--- src/rtl/seg7_anim_sequencer.sv ---
// Frame sequencer for the seven-segment animation: it tracks the animation index,
// the frame index, the playback mode and the speed, and emits one frame tick per period.
module seg7_anim_sequencer #(
    parameter int CNT_W       = 25,
    parameter int PERIOD_RST  = 10_000_000,
    parameter int PERIOD_MIN  = 1_000_000,
    parameter int PERIOD_MAX  = 20_000_000,
    parameter int PERIOD_STEP = 1_000_000,
    parameter int ANI_W       = 6,
    parameter int ANI_MAX     = 50,
    parameter int FRM_W       = 6
) (
    input  logic             clk,
    input  logic             reset,
    input  logic             ani_inc,
    input  logic             ani_dec,
    input  logic             period_up,
    input  logic             period_down,
    input  logic             mode_next,
    input  logic             pause_tgl,
    input  logic [FRM_W-1:0] frame_limit,
    output logic [ANI_W-1:0] animation,
    output logic [FRM_W-1:0] frame,
    output logic [1:0]       mode,
    output logic             paused,
    output logic             done,
    output logic             frame_tick,
    output logic [CNT_W-1:0] period
);

    typedef enum logic [1:0] {
        MODE_FWD  = 2'd0,
        MODE_REV  = 2'd1,
        MODE_PING = 2'd2,
        MODE_ONCE = 2'd3
    } mode_t;

    localparam logic [CNT_W-1:0] P_RST   = CNT_W'(PERIOD_RST);
    localparam logic [CNT_W-1:0] P_MIN   = CNT_W'(PERIOD_MIN);
    localparam logic [CNT_W-1:0] P_MAX   = CNT_W'(PERIOD_MAX);
    localparam logic [CNT_W-1:0] P_STEP  = CNT_W'(PERIOD_STEP);
    // Bounds pre-offset by one step so the comparisons never overflow CNT_W.
    localparam logic [CNT_W-1:0] P_UP_OK = CNT_W'(PERIOD_MAX - PERIOD_STEP);
    localparam logic [CNT_W-1:0] P_DN_OK = CNT_W'(PERIOD_MIN + PERIOD_STEP);
    localparam logic [ANI_W-1:0] A_MAX   = ANI_W'(ANI_MAX);

    logic [CNT_W-1:0] counter_q, counter_d;
    logic [CNT_W-1:0] period_q, period_d;
    logic [ANI_W-1:0] animation_q, animation_d;
    logic [FRM_W-1:0] frame_q, frame_d;
    mode_t            mode_q, mode_d;
    logic             paused_q, paused_d;
    logic             done_q, done_d;
    logic             tick_q, tick_d;
    logic             dir_up_q, dir_up_d;

    logic ani_change;
    logic restart;
    logic tick_due;

    assign ani_change = ani_inc ^ ani_dec;
    assign restart    = ani_change | mode_next;
    assign tick_due   = !paused_q && (counter_q >= (period_q - CNT_W'(1)));

    always_ff @(posedge clk) begin
        if (reset) begin
            counter_q   <= '0;
            period_q    <= P_RST;
            animation_q <= '0;
            frame_q     <= '0;
            mode_q      <= MODE_FWD;
            paused_q    <= 1'b0;
            done_q      <= 1'b0;
            tick_q      <= 1'b0;
            dir_up_q    <= 1'b1;
        end else begin
            counter_q   <= counter_d;
            period_q    <= period_d;
            animation_q <= animation_d;
            frame_q     <= frame_d;
            mode_q      <= mode_d;
            paused_q    <= paused_d;
            done_q      <= done_d;
            tick_q      <= tick_d;
            dir_up_q    <= dir_up_d;
        end
    end

    always_comb begin
        counter_d   = counter_q;
        period_d    = period_q;
        animation_d = animation_q;
        frame_d     = frame_q;
        mode_d      = mode_q;
        paused_d    = paused_q ^ pause_tgl;
        done_d      = done_q;
        tick_d      = 1'b0;
        dir_up_d    = dir_up_q;

        if (ani_inc && !ani_dec) begin
            animation_d = (animation_q == A_MAX) ? '0 : animation_q + ANI_W'(1);
        end else if (ani_dec && !ani_inc) begin
            animation_d = (animation_q == '0) ? A_MAX : animation_q - ANI_W'(1);
        end

        if (mode_next) begin
            unique case (mode_q)
                MODE_FWD:  mode_d = MODE_REV;
                MODE_REV:  mode_d = MODE_PING;
                MODE_PING: mode_d = MODE_ONCE;
                MODE_ONCE: mode_d = MODE_FWD;
            endcase
        end

        if (period_up && !period_down) begin
            period_d = (period_q <= P_UP_OK) ? period_q + P_STEP : P_MAX;
        end else if (period_down && !period_up) begin
            period_d = (period_q >= P_DN_OK) ? period_q - P_STEP : P_MIN;
        end

        // A restart wins over a tick that falls due in the same cycle.
        if (restart) begin
            frame_d   = '0;
            counter_d = '0;
            dir_up_d  = 1'b1;
            done_d    = 1'b0;
        end else if (tick_due) begin
            counter_d = '0;
            tick_d    = 1'b1;
            unique case (mode_q)
                MODE_FWD: begin
                    frame_d = (frame_q >= frame_limit) ? '0 : frame_q + FRM_W'(1);
                end
                MODE_REV: begin
                    frame_d = (frame_q == '0 || frame_q > frame_limit) ? frame_limit
                                                                       : frame_q - FRM_W'(1);
                end
                MODE_PING: begin
                    if (dir_up_q) begin
                        if (frame_q >= frame_limit) begin
                            dir_up_d = 1'b0;
                            frame_d  = (frame_limit == '0) ? '0 : frame_limit - FRM_W'(1);
                        end else begin
                            frame_d = frame_q + FRM_W'(1);
                        end
                    end else begin
                        if (frame_q == '0) begin
                            dir_up_d = 1'b1;
                            frame_d  = (frame_limit == '0) ? '0 : FRM_W'(1);
                        end else begin
                            frame_d = frame_q - FRM_W'(1);
                        end
                    end
                end
                MODE_ONCE: begin
                    // done rises together with the step that lands on the last frame.
                    if (frame_q >= frame_limit) begin
                        frame_d = frame_limit;
                        done_d  = 1'b1;
                    end else begin
                        frame_d = frame_q + FRM_W'(1);
                        done_d  = ((frame_q + FRM_W'(1)) >= frame_limit);
                    end
                end
            endcase
        end else if (!paused_q) begin
            counter_d = counter_q + CNT_W'(1);
        end
    end

    assign animation  = animation_q;
    assign frame      = frame_q;
    assign mode       = mode_q;
    assign paused     = paused_q;
    assign done       = done_q;
    assign frame_tick = tick_q;
    assign period     = period_q;

endmodule

--- config.mk ---
export PLATFORM = sky130hd
export DESIGN_NAME = seg7_anim_sequencer
export DESIGN_NICKNAME = d
export VERILOG_FILES = /design/src/rtl/seg7_anim_sequencer.sv
export SDC_FILE = /design/constraint.sdc
export NUM_CORES = 1
export LEC_CHECK = 0
export ABC_AREA = 1
export CAP_MARGIN = 20
export CORE_UTILIZATION = 45
export CTS_CLUSTER_DIAMETER = 40
export DETAILED_ROUTE_END_ITERATION = 8
export HOLD_SLACK_MARGIN = 0.08
export PLACE_DENSITY = 0.79
export SYNTH_ARGS = -nofsm -noshare
export SYNTH_HDL_FRONTEND = slang
export SYNTH_SLANG_ARGS = --single-unit
--- constraint.sdc ---
create_clock -name clk -period 2.6 [get_ports clk]
set_input_delay 0.65 -clock clk [delete_from_list [all_inputs] [get_ports clk]]
set_output_delay 0.65 -clock clk [all_outputs]
set_load 0.005 [all_outputs]
==> results of run 1 <==
==> power groups by stage <==
stage	registers [mW]	clock network, mW	logic, mW
floorplan	1.09	0	0.903
global placement	1.10	0	1.42
detailed placement	1.10	0	1.43
CTS	1.09	1.13	1.47
global route	1.10	1.17	1.68
finish	1.09	1.11	1.53
==> logic make-up after synthesis <==
group                    count (synthesis)  share of synthesized area (%)
other                                    1                         0.0575
AO/OA/AOI/OAI                          118                           10.0
AND/OR/NAND/NOR                        628                           42.6
adder cells (fa/ha/maj)                 51                           9.78
buffers and inverters                  175                           11.7
flip-flops                              62                           19.0
XOR/XNOR                                51                           6.84
==> cells in the final DEF, fill, tap and decap left out, types with 3 or more instances in the layout <==
cell type,instances
sky130_fd_sc_hd__xnor2_1,13
sky130_fd_sc_hd__buf_4,91
sky130_fd_sc_hd__nand3_1,120
sky130_fd_sc_hd__nand2_2,17
sky130_fd_sc_hd__nor2_4,8
sky130_fd_sc_hd__nor3_1,17
sky130_fd_sc_hd__nand3_2,5
sky130_fd_sc_hd__nand2_1,288
sky130_fd_sc_hd__o21ai_0,38
sky130_fd_sc_hd__dfxtp_2,6
sky130_fd_sc_hd__ha_1,48
sky130_fd_sc_hd__o21ai_1,8
sky130_fd_sc_hd__xor2_1,38
sky130_fd_sc_hd__nand4_1,20
sky130_fd_sc_hd__a31o_2,3
sky130_fd_sc_hd__a21oi_1,44
sky130_fd_sc_hd__dfxtp_1,56
sky130_fd_sc_hd__clkinv_1,3
sky130_fd_sc_hd__a31oi_1,3
sky130_fd_sc_hd__clkdlybuf4s50_1,49
sky130_fd_sc_hd__nand2_4,4
sky130_fd_sc_hd__inv_1,117
sky130_fd_sc_hd__nor3_2,6
sky130_fd_sc_hd__clkbuf_16,11
sky130_fd_sc_hd__a21oi_2,9
sky130_fd_sc_hd__ha_4,3
sky130_fd_sc_hd__conb_1,6
sky130_fd_sc_hd__inv_2,18
sky130_fd_sc_hd__nor2_2,19
sky130_fd_sc_hd__clkinv_2,3
sky130_fd_sc_hd__buf_6,3
sky130_fd_sc_hd__nor2_1,109
==> Yosys cell counts (all sizes together) <==
cell,number,share of area (%)
nand2,310,18
nor2,136,8.4
inv,135,7.8
nand3,126,9.9
dfxtp,62,19
a21oi,54,4.4
ha,51,9.8
o21ai,46,3.5
xor2,38,5.1
buf,28,3.3
nor3,24,2.3
nand4,22,2.3
xnor2,13,1.7
clkbuf,9,0.52
a31o,3,0.40
a31oi,3,0.29
clkinv,3,0.17
nor4,3,0.58
or2,3,0.29
a21boi,2,0.23
nand3b,2,0.23
nor3b,2,0.23
o211ai,2,0.23
o31ai,2,0.23
a211oi,1,0.12
a21o,1,0.12
conb,1,0.057
o2111ai,1,0.13
o21a,1,0.12
o21bai,1,0.12
o22ai,1,0.096
==> how the worst max path moves through the flow <==
| stage | slack [ps] | start | cells past startpoint | to |
|---|---|---|---|---|
| 5_1_grt | -380 | period[8] | 18 | frame[0] |
| 3_5_place_dp | -250 | period[16] | 16 | counter_q[15] |
| 6_report | -230 | period[8] | 21 | frame[2] |
| 4_1_cts | -140 | period[8] | 20 | counter_q[2] |
| 2_1_floorplan | -60 | period[8] | 20 | counter_q[11] |
| 3_3_place_gp | -220 | period[17] | 16 | frame[3] |
==> routing by layer <==
metal  track usage (%)  routed length (microns)
met3              6.37                     1850
met5                 0                        0
met4              8.38                      459
met2              45.0                     9280
met1              37.4                     8940
==> layout make-up <==
type	instances	area [sq um]
Fill cell	1315	5660
Clock buffer	11	243
Sequential cell	62	1250
Timing Repair Buffer	146	1280
Inverter	138	518
Clock inverter	4	23.8
Multi-Input combinational cell	854	4790
Tap cell	180	225
==> timing repair <==
item | in CTS | in global routing
cloned | 0 | 2
hold buffers | 0 | 0
gates resized for setup | 27 | 40
endpoints found under the setup margin | 34 | 34
pin swaps | 6 | 5
setup buffers | 4 | 1
==> sequential cells by signal, indices dropped and copies added (netlist names) <==
signal / flops
animation: 6
frame_tick: 1
dir_up_q: 1
period: 19
counter_q: 25
paused: 1
done: 1
mode: 2
frame: 6
==> worst max-delay path, stage by stage, from the launching register on <==
cell and delay (ps):
sky130_fd_sc_hd__dfxtp_2 330, sky130_fd_sc_hd__nor2_4 130, sky130_fd_sc_hd__nand3_2 100, sky130_fd_sc_hd__nor2_4 120, sky130_fd_sc_hd__nand2_2 80, sky130_fd_sc_hd__nor3_4 150, sky130_fd_sc_hd__nand2_2 80, sky130_fd_sc_hd__buf_4 140
sky130_fd_sc_hd__xor2_1 110, sky130_fd_sc_hd__inv_1 100, sky130_fd_sc_hd__ha_4 280, sky130_fd_sc_hd__nand2_1 50, sky130_fd_sc_hd__nor2_1 160, sky130_fd_sc_hd__nand2_2 80, sky130_fd_sc_hd__nor2_1 90, sky130_fd_sc_hd__nand2_1 100
sky130_fd_sc_hd__nand4_4 150, sky130_fd_sc_hd__buf_6 120, sky130_fd_sc_hd__nand3_4 110, sky130_fd_sc_hd__nor2_1 170, sky130_fd_sc_hd__nand2_1 60, sky130_fd_sc_hd__nand2_1 50
==> reports/results.md, run 1 <==
| Group | Result | Reported |
|:---|:---|:---|
| power and ir drop | Clock power frac | 29.7% |
| sta | Share of the clock period used by the worst path | 109% |
| sta | Least setup slack across all paths after layout | -229 ps |
| yosys | Sequential share of the synthesized area | 19.0% |
| power and ir drop | Net switching power of the design | 1.41 mW |
| global routing | Global-route usage over all layers | 28.1% |
| routing | Post-detailed-route count of antenna-violating nets | 0 |
| clock tree | Worst-path clk slew | 50 ps |
| sta | Relative slew margins | 53.5% |
| yosys | Yosys warnings | 0 |
| hold path | Hold path startpoint | done |
| floorplan | Initial Util | 46.7% |
| sta | Max Freq | 353 MHz |
| worst setup path | Worst-case reg-to-reg path depth | 21 |
| final layout | Synth-to-layout area growth | 27.6% |
| clock tree | CTS tree | built |
| power and ir drop | Pleak | 3.94 nW |
| clock tree | H-Tree Level Count | 3 |
| worst setup path | Crit-path max FO | 6 |
| final layout | Number of nets in the layout | 1,276 |
| routing | Remaining routing DRC violations | 0 |
| sta | Worst hold margin | 495 ps |
| placement | Placed insts | 1,373 |
| routing | Detailed Route Iter0 Violations | 752 |
| floorplan | Chip Height | 122 microns |
| placement | Number of buffers inserted by port buffering | 49 |
| global routing | Number of global-route vias before repair | 6,758 |
| placement | Worst slack after detailed placement | -254 ps |
| global routing | Wire length of the first global-routing pass | 32,900 microns |
| yosys | Area of the mapped netlist | 0.00653 sq mm |
| routing | Count of vias placed by the detailed router | 7,495 |
| placement | Instance area at placement | 0.00773 sq mm |
| routing | Detailed Routing Iterations Pass 1 | 6 |
| yosys | Post-synthesis average cell area | 6.01 sq um |
| final layout | Fin util | 59.5% |
| clock tree | Worst skew pair latency | 340 ps |
| hold path | WHS Path Cells | 2 |
| sta | Unrepaired setup endpoints after global routing | true |
| run status | Violations in the final reports | negative setup slack |
| run status | Status | finished, violations left |
| job | Max cap viols | 0 |
| clock tree | Number of buffers added by the clock tree synthesis step | 9 |
| power and ir drop | Power Density | 449 mW/mm^2 |
| yosys | Synthesis-stage register bit count | 62 |
| clock tree | Cell at the root of the clock tree | sky130_fd_sc_hd__clkbuf_16 |
| final layout | Finished layout cell area | 0.00833 sq mm |
| yosys | Count of distinct cell types in the synthesized netlist | 45 |
| sta | Final Hold Violating Endpoints | 0 |
| power and ir drop | Power share of the sequential group | 29.3% |
| final layout | Diode count | 0 |
| worst setup path | Worst r2r src | period[8] |
| yosys | Count of mapped cells out of synthesis | 1,086 |
| sta | Max Slew Vio Count | 0 |
| final layout | Fraction of layout instances using a drive strength above 1 | 18.3% |
| placement | HPWL after detailed placement | 15,500 microns |
| floorplan | Placeable Area | 0.0140 sq mm |
| hold path | End point of the worst hold path | done |
| floorplan | Die outline area | 0.0150 sq mm |
| sta | Count of final setup violators | 34 |
| sta | Worst slew pin tran | 696 ps |
| sta | Largest clock skew in the final design | 4.00 ps |
| routing | Detailed-route wire length per cell | 14.7 microns |
| global routing | Leftover overflow at the end of global routing | 0 |
| clock tree | Clock Tree Buf Depth | 2 |
| power and ir drop | Combinational group share of total power | 41.0% |
| worst setup path | Arrival @ worst endpoint | 3120 ps |
| floorplan | Site row count | 43 |
| global routing | Initial antenna violation count | 0 |
| final layout | Post-route non-filler standard cell count | 1,395 |
| floorplan | Chip width | 122 microns |
| sta | Min cycle time layout | 2830 ps |
| clock tree | Clock sink count | 62 |
| worst setup path | Worst setup slack for register-to-register paths | -230 ps |
| routing | Final wirelength | 20,500 microns |
| floorplan | I/O Pins | 56 |
| worst setup path | CP Data Required Time | 2890 ps |
| power and ir drop | VDD IR max | 0.473 mV |
| hold path | Tightest Hold Check Type | flop to flop |
| power and ir drop | Internal power summed over all cells | 2.32 mW |
| worst setup path | Category of the most critical setup path | flop to flop |
| worst setup path | Setup crit end kind | flop |
| worst setup path | Crit Reg-Reg Endpoint | frame[2] |
| worst setup path | Nature of the critical path startpoint | flop |
| routing | Via/cell ratio | 5.37 |
| global routing | Maximum number of pins on one net before global-route repair | 26 |
| sta | TNS Setup | -5500 ps |
| placement | Final GP Congestion | 0.997 |
| power and ir drop | Total power of the final layout | 3.73 mW |
| power and ir drop | Sw Ratio | 37.8% |
Power figures use the tool's default switching activity.
==> run 2: changes to the inputs <==
--- a/config.mk
+++ b/config.mk
@@ -10,6 +10,7 @@
 export CORE_UTILIZATION = 45
 export CTS_CLUSTER_DIAMETER = 40
 export DETAILED_ROUTE_END_ITERATION = 8
+export GPL_TIMING_DRIVEN = 0
 export HOLD_SLACK_MARGIN = 0.08
 export PLACE_DENSITY = 0.79
 export SYNTH_ARGS = -nofsm -noshare
==> constraint.sdc (replaced) <==
create_clock -name clk -period 2.35 [get_ports clk]
set_input_delay 0.5875 -clock clk [delete_from_list [all_inputs] [get_ports clk]]
set_output_delay 0.5875 -clock clk [all_outputs]
set_load 0.005 [all_outputs]
==> reports/results.md, run 2 (synthesized netlist as in run 1, its figures left out) <==
| Group | Result | Reported | vs previous |
|:---|:---|:---|:---|
| run status | Violations in the final reports | negative setup slack |  |
| final layout | Post-route non-filler standard cell count | 1,360 | -2.5% |
| placement | Placed insts | 1,319 | -3.9% |
| final layout | Number of flip-flops under the largest register name | 25 | unchanged |
| worst setup path | Setup crit end kind | flop |  |
| placement | Worst slack after detailed placement | -876 ps | -622 ps |
| final layout | Fin util | 58.3% | -1.2 points |
| sta | Final Hold Violating Endpoints | 0 | unchanged |
| sta | Worst hold margin | 503 ps | +8.13 ps |
| clock tree | Number of buffers added by the clock tree synthesis step | 9 | unchanged |
| clock tree | CTS tree | built |  |
| routing | Detailed Routing Iterations Pass 1 | 8 | +2 |
| floorplan | Placeable Area | 0.0140 sq mm | unchanged |
| routing | Detailed Route Iter0 Violations | 693 | -7.8% |
| worst setup path | Nature of the critical path startpoint | flop |  |
| power and ir drop | VDD IR max | 0.559 mV | +18% |
| final layout | Synth-to-layout area growth | 25.0% |  |
| sta | Least setup slack across all paths after layout | -608 ps | -379 ps |
| worst setup path | Worst-case reg-to-reg path depth | 16 | -24% |
| hold path | WHS Path Cells | 2 | unchanged |
| worst setup path | Category of the most critical setup path | flop to flop |  |
| final layout | Most common library cell in the layout ignoring fill and taps | sky130_fd_sc_hd__nand2_1 |  |
| sta | Min cycle time layout | 2960 ps | +129 ps |
| routing | Remaining routing DRC violations | 0 | unchanged |
| final layout | Diode count | 0 | unchanged |
| sta | Count of final setup violators | 34 | unchanged |
| run status | Status | finished, violations left |  |
| placement | HPWL after detailed placement | 14,800 microns | -4.5% |
| global routing | Wire length of the first global-routing pass | 32,300 microns | -1.8% |
| sta | Relative slew margins | 33.2% | -20 points |
| sta | Max Slew Vio Count | 0 | unchanged |
| global routing | Initial antenna violation count | 0 | unchanged |
| clock tree | Cell at the root of the clock tree | sky130_fd_sc_hd__clkbuf_16 |  |
| placement | Number of buffers inserted by port buffering | 48 | -2.0% |
| global routing | Global-route usage over all layers | 27.5% | -0.57 points |
| clock tree | Worst skew pair latency | 350 ps | about the same |
| worst setup path | Crit path launch | period[6] |  |
| placement | Final GP Congestion | 0.986 | -1.1% |
| sta | Share of the clock period used by the worst path | 126% | +17 points |
| worst setup path | Crit-path max FO | 6 | unchanged |
| final layout | Fraction of layout instances using a drive strength above 1 | 15.9% | -2.3 points |
| global routing | Maximum number of pins on one net before global-route repair | 11 | -58% |
| routing | Via/cell ratio | 5.43 | +1.1% |
| power and ir drop | Sw Ratio | 36.8% | -1.0 points |
| clock tree | Worst-path clk slew | 50 ps | about the same |
| floorplan | Die outline area | 0.0150 sq mm | unchanged |
| sta | Worst slew pin tran | 998 ps | +302 ps |
| global routing | Leftover overflow at the end of global routing | 0 | unchanged |
| global routing | Number of global-route vias before repair | 6,636 | -1.8% |
| power and ir drop | Clock power frac | 33.1% | +3.4 points |
| worst setup path | CP Data Required Time | 2630 ps | -260 ps |
| routing | Count of vias placed by the detailed router | 7,388 | -1.4% |
| final layout | Most frequent cells in the layout | 290 x sky130_fd_sc_hd__nand2_1, 120 x sky130_fd_sc_hd__nand3_1, 115 x sky130_fd_sc_hd__inv_1 |  |
| sta | Largest clock skew in the final design | 10.5 ps | +6.55 ps |
| power and ir drop | Internal power summed over all cells | 2.65 mW | +14% |
| sta | TNS Setup | -18,800 ps | -13,290 ps |
| floorplan | Initial Util | 46.7% | unchanged |
| worst setup path | Arrival @ worst endpoint | 3230 ps | +110 ps |
| floorplan | Site row count | 43 | unchanged |
| power and ir drop | Power share of the sequential group | 28.6% | -0.7 points |
| final layout | Number of nets in the layout | 1,241 | -2.7% |
| power and ir drop | Net switching power of the design | 1.55 mW | +9.4% |
| floorplan | Chip width | 122 microns | unchanged |
| job | Max cap viols | 0 | unchanged |
| worst setup path | Worst setup slack for register-to-register paths | -610 ps | -380 ps |
| clock tree | Clock sink count | 62 | unchanged |
| clock tree | H-Tree Level Count | 3 | unchanged |
| power and ir drop | Power Density | 514 mW/mm^2 | +15% |
| sta | Unrepaired setup endpoints after global routing | true |  |
| worst setup path | Critical path capture point | counter_q[16] |  |
| routing | Post-detailed-route count of antenna-violating nets | 0 | unchanged |
| power and ir drop | Pleak | 3.73 nW | -5.3% |
| final layout | Register ranked first by flip-flop count | counter_q |  |
| clock tree | Hold_buf cts | 0 | unchanged |
| routing | Final wirelength | 20,200 microns | -1.3% |
| worst setup path | Worst r2r src | period[6] |  |
| routing | Detailed-route wire length per cell | 14.9 microns | +1.2% |
| sta | Max Freq | 338 MHz | -4.4% |
| hold path | Tightest Hold Check Type | flop to flop |  |
| power and ir drop | Combinational group share of total power | 38.3% | -2.7 points |
| worst setup path | Crit Reg-Reg Endpoint | counter_q[16] |  |
| clock tree | Clock Tree Buf Depth | 2 | unchanged |
| floorplan | I/O Pins | 56 | unchanged |
| floorplan | Chip Height | 122 microns | unchanged |
## run 2: cell types whose count changed in the layout (fill, tap and decap cells not counted), sizes merged
cell	change
buf	-42
bufinv	+1
clkbuf	+8
clkdlybuf4s50	-1
clkinv	-3
clkinvlp	+1
nand2	+1
## run 2: final cells by class
class	count	area, sq um
clock inverter	3	42.5
sequential	62	1250
fill	1336	5830
clock buffer	12	267
buffer	36	267
timing repair buffer	74	711
inverter	138	533
tap	180	225
multi-input combinational	855	4860
## run 2: routing by layer
metal | track usage, % | vias up | routed length [microns]
li1 | - | 3688 | -
met1 | 36.6 | 3293 | 8790
met2 | 43.3 | 358 | 9070
met3 | 5.99 | 49 | 1820
met4 | 10.4 | 0 | 564
met5 | 0 | - | 0
## run 2: worst min path at each step
stage / end / slack [ps] / startpoint
after floorplan: done / 460 / done
after global placement: counter_q[1] / 490 / counter_q[1]
after detailed placement: done / 500 / done
after CTS: done / 510 / done
after global routing: done / 530 / done
final: done / 500 / done
## run 2: power by group through the flow
stage | combinational [mW] | clock [mW] | sequential, mW
global placement | 1.41 | 0 | 1.22
detailed placement | 1.42 | 0 | 1.23
CTS | 1.49 | 1.41 | 1.21
floorplan | 1.00 | 0 | 1.21
finish | 1.61 | 1.39 | 1.20
global route | 1.78 | 1.45 | 1.21
## run 2: worst max-delay path, stage by stage, from the launching register on
cell	delay (ps)
sky130_fd_sc_hd__dfxtp_4	380
sky130_fd_sc_hd__inv_6	90
sky130_fd_sc_hd__ha_4	170
sky130_fd_sc_hd__nand2_4	70
sky130_fd_sc_hd__nor4_4	350
sky130_fd_sc_hd__nand3_1	150
sky130_fd_sc_hd__xor2_1	180
sky130_fd_sc_hd__ha_1	340
sky130_fd_sc_hd__nand2_1	90
sky130_fd_sc_hd__nor2_2	50
sky130_fd_sc_hd__a21boi_2	150
sky130_fd_sc_hd__nor2_2	140
sky130_fd_sc_hd__nand4_4	190
sky130_fd_sc_hd__nand2_4	140
sky130_fd_sc_hd__nand2_8	100
sky130_fd_sc_hd__buf_8	200
sky130_fd_sc_hd__nor2_2	100
## run 2: what timing repair did
action | in CTS | in global routing
setup buffers | 10 | 14
setup endpoints to repair | 34 | 34
resized for setup | 53 | 47
pin swaps | 23 | 24
cloned | 3 | 0
## run 2: metrics by stage
stage | instance area [sq um] | total power, mW
floorplan | 6590 | 2.21
global placement | 7290 | 2.64
detailed placement | 7290 | 2.65
CTS | 7890 | 4.11
global route | 8160 | 4.43
finish | 8160 | 4.20
==> run 3: changes to the inputs <==
--- a/config.mk
+++ b/config.mk
@@ -5,14 +5,14 @@
 export SDC_FILE = /design/constraint.sdc
 export NUM_CORES = 1
 export LEC_CHECK = 0
-export ABC_AREA = 1
 export CAP_MARGIN = 20
 export CORE_UTILIZATION = 45
 export CTS_CLUSTER_DIAMETER = 40
 export DETAILED_ROUTE_END_ITERATION = 8
 export GPL_TIMING_DRIVEN = 0
 export HOLD_SLACK_MARGIN = 0.08
-export PLACE_DENSITY = 0.79
+export PLACE_DENSITY = 0.8
+export SKIP_CTS_REPAIR_TIMING = 1
 export SYNTH_ARGS = -nofsm -noshare
 export SYNTH_HDL_FRONTEND = slang
 export SYNTH_SLANG_ARGS = --single-unit
==> constraint.sdc (replaced) <==
create_clock -name clk -period 2.7 [get_ports clk]
set_input_delay 0.675 -clock clk [delete_from_list [all_inputs] [get_ports clk]]
set_output_delay 0.675 -clock clk [all_outputs]
set_load 0.005 [all_outputs]
==> reports/results.md, run 3 <==
| Group | Result | Reported | vs previous |
|:---|:---|:---|:---|
| worst setup path | Worst r2r src | period[8] |  |
| hold path | WHS Path Cells | 2 | unchanged |
| final layout | Diode count | 0 | unchanged |
| yosys | Count of mapped cells out of synthesis | 744 | -31% |
| floorplan | Chip Height | 114 microns | -6.8% |
| yosys | Most instantiated cells after synthesis | 82 x sky130_fd_sc_hd__nor2_1, 66 x sky130_fd_sc_hd__nand2_1, 64 x sky130_fd_sc_hd__a21oi_1 |  |
| worst setup path | Setup crit end kind | flop |  |
| floorplan | Site row count | 40 | -7.0% |
| global routing | Wire length of the first global-routing pass | 26,700 microns | -18% |
| sta | Worst hold margin | 538 ps | +35.2 ps |
| worst setup path | Crit-path max FO | 6 | unchanged |
| final layout | Number of flip-flops under the largest register name | 25 | unchanged |
| clock tree | Number of buffers added by the clock tree synthesis step | 9 | unchanged |
| sta | Share of the clock period used by the worst path | 128% | +1.7 points |
| power and ir drop | Clock power frac | 31.7% | -1.4 points |
| yosys | Number of enable-type register cells in the synthesized netlist | 0 | unchanged |
| job | Max cap viols | 0 | unchanged |
| yosys | Sequential share of the synthesized area | 22.0% | +2.9 points |
| power and ir drop | Net switching power of the design | 1.21 mW | -21% |
| clock tree | CTS tree | built |  |
| global routing | Maximum number of pins on one net before global-route repair | 12 | +1 |
| final layout | Post-route non-filler standard cell count | 1,003 | -26% |
| power and ir drop | Internal power summed over all cells | 2.18 mW | -18% |
| sta | Count of final setup violators | 34 | unchanged |
| placement | Final GP Congestion | 1.00 | +1.8% |
| global routing | Initial antenna violation count | 0 | unchanged |
| worst setup path | Arrival @ worst endpoint | 3680 ps | +450 ps |
| yosys | Area of the mapped netlist | 0.00565 sq mm | -13% |
| global routing | Number of global-route vias before repair | 5,381 | -19% |
| floorplan | I/O Pins | 56 | unchanged |
| floorplan | Placeable Area | 0.0121 sq mm | -13% |
| sta | Largest clock skew in the final design | 3.42 ps | -7.12 ps |
| power and ir drop | Pleak | 2.70 nW | -28% |
| placement | HPWL after detailed placement | 12,300 microns | -17% |
| yosys | Share of synthesized registers carrying an async set or reset | 0% | unchanged |
| yosys | Post-synthesis average cell area | 7.59 sq um | +26% |
| final layout | Most common library cell in the layout ignoring fill and taps | sky130_fd_sc_hd__nand2_1 |  |
| floorplan | Chip width | 114 microns | -6.8% |
| clock tree | Clock Tree Buf Depth | 2 | unchanged |
| hold path | Hold path startpoint | dir_up_q |  |
| power and ir drop | Sw Ratio | 35.8% | -1.0 points |
| yosys | Dominant cell by count in the synthesized netlist | sky130_fd_sc_hd__nor2_1 |  |
| yosys | Post-synth top flop | sky130_fd_sc_hd__dfxtp_1 |  |
| sta | Max Slew Vio Count | 0 | unchanged |
| sta | Unrepaired setup endpoints after global routing | true |  |
| sta | Worst slew pin tran | 751 ps | -247 ps |
| sta | Least setup slack across all paths after layout | -744 ps | -135 ps |
| clock tree | Worst skew pair latency | 350 ps | about the same |
| run status | Violations in the final reports | negative setup slack |  |
| yosys | Count of distinct cell types in the synthesized netlist | 84 | +87% |
| final layout | Most frequent cells in the layout | 65 x sky130_fd_sc_hd__nand2_1, 64 x sky130_fd_sc_hd__a21oi_1, 59 x sky130_fd_sc_hd__nor2_1, 59 x sky130_fd_sc_hd__dfxtp_1, 51 x sky130_fd_sc_hd__ha_1 |  |
| routing | Remaining routing DRC violations | 0 | unchanged |
| routing | Detailed-route wire length per cell | 16.9 microns | +13% |
| worst setup path | Nature of the critical path startpoint | flop |  |
| floorplan | Die outline area | 0.0130 sq mm | -13% |
| clock tree | Worst-path clk slew | 50 ps | about the same |
| routing | Post-detailed-route count of antenna-violating nets | 0 | unchanged |
| power and ir drop | Combinational group share of total power | 36.7% | -1.6 points |
| worst setup path | Worst setup slack for register-to-register paths | -740 ps | -140 ps |
| yosys | Cell accounting for the most synthesized area | sky130_fd_sc_hd__dfxtp_1 |  |
| clock tree | Cell at the root of the clock tree | sky130_fd_sc_hd__clkbuf_16 |  |
| worst setup path | CP Data Required Time | 2940 ps | +310 ps |
| sta | Max Freq | 290 MHz | -14% |
| yosys | Most area-consuming cells after synthesis | sky130_fd_sc_hd__dfxtp_1 22%, sky130_fd_sc_hd__ha_1 11%, sky130_fd_sc_hd__a21oi_1 5.7% |  |
| yosys | Yosys warnings | 0 | unchanged |
| sta | Relative slew margins | 49.6% | +16 points |
| final layout | Fraction of layout instances using a drive strength above 1 | 15.3% | -0.60 points |
| hold path | Tightest Hold Check Type | flop to flop |  |
| routing | Detailed Route Iter0 Violations | 551 | -20% |
| routing | Detailed Routing Iterations Pass 1 | 6 | -2 |
| worst setup path | Crit Reg-Reg Endpoint | frame[3] |  |
| placement | Placed insts | 965 | -27% |
| yosys | Top-area cell type share of the netlist area | 22.0% | +2.9 points |
| worst setup path | Category of the most critical setup path | flop to flop |  |
| routing | Final wirelength | 16,900 microns | -17% |
| final layout | Filler cells | 1,121 | -16% |
| power and ir drop | Power share of the sequential group | 31.7% | +3.1 points |
| sta | Final Hold Violating Endpoints | 0 | unchanged |
| global routing | Leftover overflow at the end of global routing | 0 | unchanged |
| power and ir drop | VDD IR max | 0.442 mV | -21% |
| routing | Via/cell ratio | 6.02 | +11% |
| worst setup path | Worst-case reg-to-reg path depth | 15 | -1 |
| global routing | Global-route usage over all layers | 25.9% | -1.6 points |
| sta | Min cycle time layout | 3440 ps | +485 ps |
| final layout | Register ranked first by flip-flop count | counter_q |  |
| run status | Status | finished, violations left |  |
| clock tree | Clock sink count | 62 | unchanged |
| final layout | Number of nets in the layout | 896 | -28% |
| clock tree | H-Tree Level Count | 3 | unchanged |
| routing | Count of vias placed by the detailed router | 6,040 | -18% |
| yosys | Synthesis-stage register bit count | 62 | unchanged |
| final layout | Synth-to-layout area growth | 26.7% |  |
| power and ir drop | Power Density | 473 mW/mm^2 | -8.0% |
| floorplan | Initial Util | 46.7% | about the same |
| placement | Number of buffers inserted by port buffering | 48 | unchanged |
| hold path | End point of the worst hold path | dir_up_q |  |
run 3: how the worst max path moves through the flow:
stage | startpoint | endpoint | slack (ps)
finish | period[8] | frame[3] | -740
global route | period[8] | frame[5] | -920
CTS | period[6] | frame[3] | -1120
detailed placement | frame_limit[3] | frame[5] | -1170
global placement | frame_limit[3] | frame[5] | -1180
floorplan | period[6] | frame[5] | -560
run 3: logic make-up after synthesis:
group / count (synthesis) / share of synthesized area [%]
buffers and inverters: 84 / 7.40
multiplexers: 10 / 1.79
other: 1 / 0.0664
AO/OA/AOI/OAI: 202 / 24.8
XOR/XNOR: 53 / 8.22
AND/OR/NAND/NOR: 281 / 24.5
adder cells (fa/ha/maj): 51 / 11.3
flip-flops: 62 / 22.0
run 3: power groups by stage:
stage	clock network (mW)	registers, mW	logic [mW]
6_report	1.07	1.07	1.24
2_1_floorplan	0	1.07	0.791
3_3_place_gp	0	1.09	1.13
4_1_cts	1.10	1.07	1.15
3_5_place_dp	0	1.09	1.14
5_1_grt	1.14	1.08	1.35
run 3: metal layers:
layer	wire [microns]	track usage (%)
met5	0	0
met4	399	9.96
met2	7630	39.6
met1	7350	34.7
met3	1530	6.99
run 3: critical path, stage by stage (launching register included):
cell	delay, ps
sky130_fd_sc_hd__dfxtp_4	350
sky130_fd_sc_hd__or3_4	400
sky130_fd_sc_hd__or3_4	370
sky130_fd_sc_hd__nor3_4	240
sky130_fd_sc_hd__nand3b_1	170
sky130_fd_sc_hd__nor3_2	160
sky130_fd_sc_hd__xnor2_1	160
sky130_fd_sc_hd__ha_1	260
sky130_fd_sc_hd__nand4_1	130
sky130_fd_sc_hd__nor2_2	60
sky130_fd_sc_hd__a22oi_2	220
sky130_fd_sc_hd__o211ai_1	120
sky130_fd_sc_hd__buf_4	190
sky130_fd_sc_hd__and2_4	160
sky130_fd_sc_hd__buf_6	130
sky130_fd_sc_hd__a32o_1	210
run 3: area by class of cell:
cell class / count / area, sq um / area share, %
plain buffers: 44 / 308 / 4.30
clock buffers: 14 / 264 / 3.69
clock inverters: 1 / 5.00 / 0.0699
inverters: 39 / 150 / 2.10
multi-input cells: 603 / 4270 / 59.7
flip-flops and latches: 62 / 1250 / 17.5
well taps: 168 / 210 / 2.94
repair buffers: 72 / 697 / 9.74
run 3: per-stage QoR:
step	total power, mW	TNS (ps)	instance area [sq um]	utilization [%]	setup WS, ps
2_1_floorplan	1.86	-16070	5750	-	-564
3_3_place_gp	2.22	-32820	6440	53.2	-1180
3_5_place_dp	2.23	-31690	6440	53.2	-1170
4_1_cts	3.32	-30050	6710	55.4	-1120
5_1_grt	3.56	-28490	7160	59.1	-922
6_report	3.39	-23210	7160	59.1	-744
